**src/rtl/bopit_pkg.sv**
```systemverilog
// Shared Bop-it definitions: move checker FSM states and default datapath sizes.
package bopit_pkg;

    localparam int unsigned BOPIT_NUM_SW  = 8;
    localparam int unsigned BOPIT_NUM_BTN = 5;
    localparam int unsigned BOPIT_CNT_W   = 29;

    typedef enum logic [1:0] {
        IDLE   = 2'd0,
        WINDOW = 2'd1,
        DONE   = 2'd2
    } move_chk_state_t;

endpackage

```
**src/rtl/move_input_tracker.sv**
```systemverilog
// Player input tracker for the move checker.
// Holds the switch baseline (sw_prev) and the accumulated button presses (btn_acc)
// for one round, and compares them against the captured move.
//
// Ports:
//   clk, rst_n   - clock, asynchronous active-low reset
//   clear_i      - round start: load baseline from sw_i, clear btn_acc
//   en_i         - accumulate btn_i into btn_acc this cycle
//   sw_i, btn_i  - live player inputs
//   move_sw_i    - switch bits that must end up toggled
//   move_btn_i   - buttons that must have been pressed
//   match_o      - exact match of toggles and accumulated presses with the move
//   illegal_o    - a pressed button or toggled switch not part of the move
//                  (only with MOVE_CHK_EARLY_EXIT_EN, else constant 0)
module move_input_tracker
    import bopit_pkg::*;
#(
    parameter int unsigned NUM_SW  = BOPIT_NUM_SW,
    parameter int unsigned NUM_BTN = BOPIT_NUM_BTN
) (
    input  logic               clk,
    input  logic               rst_n,
    input  logic               clear_i,
    input  logic               en_i,
    input  logic [NUM_SW-1:0]  sw_i,
    input  logic [NUM_BTN-1:0] btn_i,
    input  logic [NUM_SW-1:0]  move_sw_i,
    input  logic [NUM_BTN-1:0] move_btn_i,
    output logic               match_o,
    output logic               illegal_o
);

    logic [NUM_SW-1:0]  sw_prev_q, sw_prev_d;
    logic [NUM_BTN-1:0] btn_acc_q, btn_acc_d;
    logic [NUM_SW-1:0]  sw_diff;

    always_comb begin
        sw_prev_d = sw_prev_q;
        btn_acc_d = btn_acc_q;
        if (clear_i) begin
            sw_prev_d = sw_i;
            btn_acc_d = '0;
        end else if (en_i) begin
            btn_acc_d = btn_acc_q | btn_i;
        end
    end

    always_ff @(posedge clk or negedge rst_n) begin
        if (!rst_n) begin
            sw_prev_q <= '0;
            btn_acc_q <= '0;
        end else begin
            sw_prev_q <= sw_prev_d;
            btn_acc_q <= btn_acc_d;
        end
    end

    // A switch toggled an even number of times reads as untoggled.
    assign sw_diff = sw_i ^ sw_prev_q;
    assign match_o = (sw_diff == move_sw_i) && (btn_acc_q == move_btn_i);

`ifdef MOVE_CHK_EARLY_EXIT_EN
    assign illegal_o = (|(btn_i & ~move_btn_i)) || (|(sw_diff & ~move_sw_i));
`else
    assign illegal_o = 1'b0;
`endif

endmodule

```
**config.mk**
```make
export PLATFORM = sky130hd
export DESIGN_NAME = move_input_tracker
export DESIGN_NICKNAME = d
export VERILOG_FILES = /design/src/rtl/bopit_pkg.sv /design/src/rtl/move_input_tracker.sv
export SDC_FILE = /design/constraint.sdc
export NUM_CORES = 1
export LEC_CHECK = 0
export CAP_MARGIN = 30
export CORE_MARGIN = 2
export CORE_UTILIZATION = 30
export DETAILED_ROUTE_END_ITERATION = 8
export HOLD_SLACK_MARGIN = 0.05
export SKIP_CTS_REPAIR_TIMING = 1
export SKIP_LAST_GASP = 1
export SLEW_MARGIN = 20
export SYNTH_ARGS = -nofsm -noshare
export SYNTH_HDL_FRONTEND = slang
export SYNTH_SLANG_ARGS = --single-unit
```
**constraint.sdc**
```tcl
create_clock -name clk -period 1.75 [get_ports clk]
set_input_delay 0.35 -clock clk [delete_from_list [all_inputs] [get_ports clk]]
set_output_delay 0.35 -clock clk [all_outputs]
set_load 0.005 [all_outputs]
```
Word-level counts from Yosys, hierarchy flattened
Index checks and enable logic that the tools add are counted.
W data, S select, Z words.
{ "word_totals": {"ff_bits": 13, "input_bits": 30, "output_inout_bits": 2, "wordCells": 10} }
{ "op_classes": {"n_bitwise": 2, "eq_ne": 2, "mux": 2, "n_reduce_logical": 2} }
{ "op_table": {"columns": ["cell", "count"], "rows": [
  ["$mux W5", 2],
  ["$eq A8 B8 Y1", 1],
  ["$xor A8 B8 Y8", 1],
  ["$eq A5 B5 Y1", 1],
  ["$or A5 B5 Y5", 1],
  ["$reduce_bool A2 Y1", 1],
  ["$logic_and A1 B1 Y1", 1]
]} }

Longest topological paths before layout
{ "logic_depth": {"depth_word": 3, "ltp_mapped": 3, "depth_no_buf": 3} }

Worst setup path before layout
Ideal clock, no wire load.
{ "synth_path": {"path_type": "reg2out", "start": "register sw_prev_q[1]", "end": "output port match_o", "stages_incl_launch_ff": 4, "required_ps": 1400, "path_slack_ps": 308, "arrival_ps": 1092, "n_path_buf": 0, "path_cell_list": "dfrtp_1 -> xnor3_1 -> nand4_1 -> nor4_2"} }
{ "synth_between": {"elab_chain_len": 3} }
{ "synth_lines": {"columns": ["item", "line_no", "rtl"], "rows": [
  ["start: declaration", "move_input_tracker.sv:33", "logic [NUM_SW-1:0] sw_prev_q, sw_prev_d;"],
  ["start signal: assignment", "move_input_tracker.sv:53", "sw_prev_q <= sw_prev_d;"],
  ["$xor A8 B8 Y8", "move_input_tracker.sv:59", "assign sw_diff = sw_i ^ sw_prev_q;"],
  ["$eq A8 B8 Y1", "move_input_tracker.sv:60", "assign match_o = (sw_diff == move_sw_i) && (btn_acc_q == move_btn_i);"],
  ["$logic_and A1 B1 Y1", "move_input_tracker.sv:60", null],
  ["end: declaration", "move_input_tracker.sv:29", "output logic match_o,"]
]} }
Every way passes these cells.

Final worst setup path
{ "layout_path": {"start": "register sw_prev_q[7]", "end": "output port match_o"} }
The elaborated chain is that of the path after synthesis.

==> reports/qor.yml <==
syn-num-nets: 82
violations: "setup timing"
post_drt_wl_per_cell_microns: 12.9
clk_pin_slew_ns: 0.08
die_area_sq_mm: 0.00286
drt_wl_total_mm: 1.51
cp.required_ns: 1.40
rsz0062_at_grt: "true"
grtUsageMet1_pct: 14.8
synth_top_cell_by_area: "dfrtp_1"
use_met3_pct: 1.98
coreArea_sq_mm: 0.00225
crit_path_end_kind: "output pin"
power_density_mw_per_mm2: 650
cts_root_buf: "clkbuf_4"
cts_buffer_depth: 2
pwr-share-clk_pct: 25.2
min_period_over_period_pct: 106
syn_inst: 52
period_minus_slack_ns: 1.86
power.internal_mw: 0.567
io-pin-count: 32
dr.pass1.iters: 3
synth_commonest_cells: "dfrtp_1, xnor3_1, mux2_1"
cp_max_fo: 2
top_usage_layer: "met2"
power_mw: 0.736
yosysTopAreaCellShare_pct: 44.4
place_ws_ns: -0.619
portBuffers: 30
pwr-share-comb_pct: 28.6
critPathArrivalTime_ns: 1.51
cpPeakStageDelay_ns: 0.38
syn2layout_area_growth_pct: 54.4
route.detailed.drc: 0
synth.most_common_cell: "dfrtp_1"
ys_types: 14
synth_edf_count: 0
grt_pass1_wl_mm: 2.57
syn-cell-area_sq_um: 733
ys_seq_elements: 13
path_cells: "xnor3_1 -> nand4_1 -> nor4_2 -> buf_2"
setup_ws_ns: -0.108
hold_slack_ns: 0.370
grt_max_degree: 14
cts_sinks: 13
final_area_sq_mm: 0.00113
cts.htree.levels: 1
avgViaCountPerCell: 4.45
netlist_top_cells_area: "dfrtp_1, xnor3_1, mux2_1"
min_path_type: "primary input to async pin"
synthArstFlopShare_pct: 100
layoutNonFillerInstCount: 117
numPlacedInstances: 113
placed_area_sq_mm: 0.00109
clock_latency_ns: 0.27
yosysWarningCount: 0
pwr-share-seq_pct: 46.2
grt_util_all_layers_pct: 13.1
cts_tree: "done"
fmax_ghz: 0.538
outcome: "finished, violations left"
setup_viol: 1
crit_path_start_kind: "flip-flop"
swShare_pct: 23.1
slowest_stage: "dfrtp_1"
drtIter0Drc: 3
p_leak_nw: 0.572
globalplace.congestion: 0.692
die_y_microns: 53.4
met2_usage_pct: 22.2
maxCapViolCount: 0
p_switching_mw: 0.170
antenna_found_initial: 0
slew_violations: 0
ys_seq_area_share_pct: 44.4
grt_pass1_vias: 570
syn_area_per_cell_sq_um: 14.1
rows: 17
path_class: "flip-flop to output pin"
worst_ir_drop_vdd_mv: 0.378
numCtsBuffers: 3
gr-total-overflow: 0
antenna_left: 0
die_w_microns: 53.4
yosys_most_used_dff: "dfrtp_1"
finalHoldViolations: 0
vias: 521
initial_utilization_pct: 32.5
nNetsFinal: 120
fin_skew_ns: 0
drive_gt1_share_pct: 13.5
antenna_cells: 0
-- layout make-up --
cell class / instances / area, sq um
fillers: 215 / 1120
well taps: 28 / 35.0
flip-flops and latches: 13 / 325
clock buffers: 4 / 26.3
repair buffers: 35 / 350
multi-input cells: 37 / 395
-- sequential cells by signal, indices dropped and copies added (netlist names) --
signal and count:
sw_prev_q 8, btn_acc_q 5
-- layer usage --
metal	share of wire [%]	up-vias	wire, microns
li1	-	256	-
met1	42	244	638
met2	48	17	731
met3	6.4	4	97
met4	2.8	0	42
met5	0	-	0
-- cell families (layout without fill, tap and decap cells) --
kind of cell           count (synthesis)  count (layout)  share of synthesized area, %
AND/OR/NAND/NOR                       10              10                          7.17
AO/OA/AOI/OAI                          5               5                          3.41
flip-flops                            13              13                          44.4
other                                  1               1                         0.511
XOR/XNOR                              13              13                          30.5
buffers and inverters                  2              39                          1.71
multiplexers                           8               8                          12.3
-- critical path, delay by kind of cell (launching register included) --
family	cells	cell delay [ns]
XOR/XNOR	1	0.38
AND/OR/NAND/NOR	2	0.32
buffers and inverters	1	0.15
flip-flops	1	0.38
-- layout by cell type, fill, tap and decap left out --
cell and count:
nor2_1 5, mux2_2 2, mux2_1 6, nand3_1 1, nand2_1 1, dfrtp_1 13, clkbuf_4 3, buf_2 1
nand4_1 2, clkdlybuf4s50_1 22, nor4_2 1, clkbuf_1 1, dlymetal6s2s_1 7, xnor2_1 5, buf_4 5, conb_1 1
a21oi_1 5, xnor3_1 8
-- worst paths after layout --
path | startpoint | end | slack (ns) | cells past startpoint
worst max-delay path | sw_prev_q[7]$_DFFE_PN0P_ | match_o | -0.11 | 4
worst min-delay path | rst_n | sw_prev_q[2]$_DFFE_PN0P_ | 0.37 | 2
worst max register to register | btn_acc_q[3]$_DFFE_PN0P_ | btn_acc_q[3]$_DFFE_PN0P_ | 0.96 | 3
worst min register to register | sw_prev_q[4]$_DFFE_PN0P_ | sw_prev_q[4]$_DFFE_PN0P_ | 0.49 | 1
max in group asynchronous | rst_n | btn_acc_q[1]$_DFFE_PN0P_ | 1.22 | 2
min in group clk | sw_i[5] | sw_prev_q[5]$_DFFE_PN0P_ | 0.38 | 2
-- through the flow --
step	util, %	TNS [ns]
floorplan	-	0
global placement	48.5	-0.580
detailed placement	48.5	-0.619
CTS	49.7	-0.618
global route	50.2	-0.188
finish	50.2	-0.108
-- power groups by stage --
stage | sequential [mW] | clock [mW] | combinational, mW
final | 0.340 | 0.186 | 0.210
after global placement | 0.346 | 0 | 0.214
after floorplan | 0.343 | 0 | 0.115
after global routing | 0.344 | 0.205 | 0.230
after detailed placement | 0.347 | 0 | 0.215
after CTS | 0.341 | 0.200 | 0.216
No activity file was read; power rests on OpenSTA's default activity.
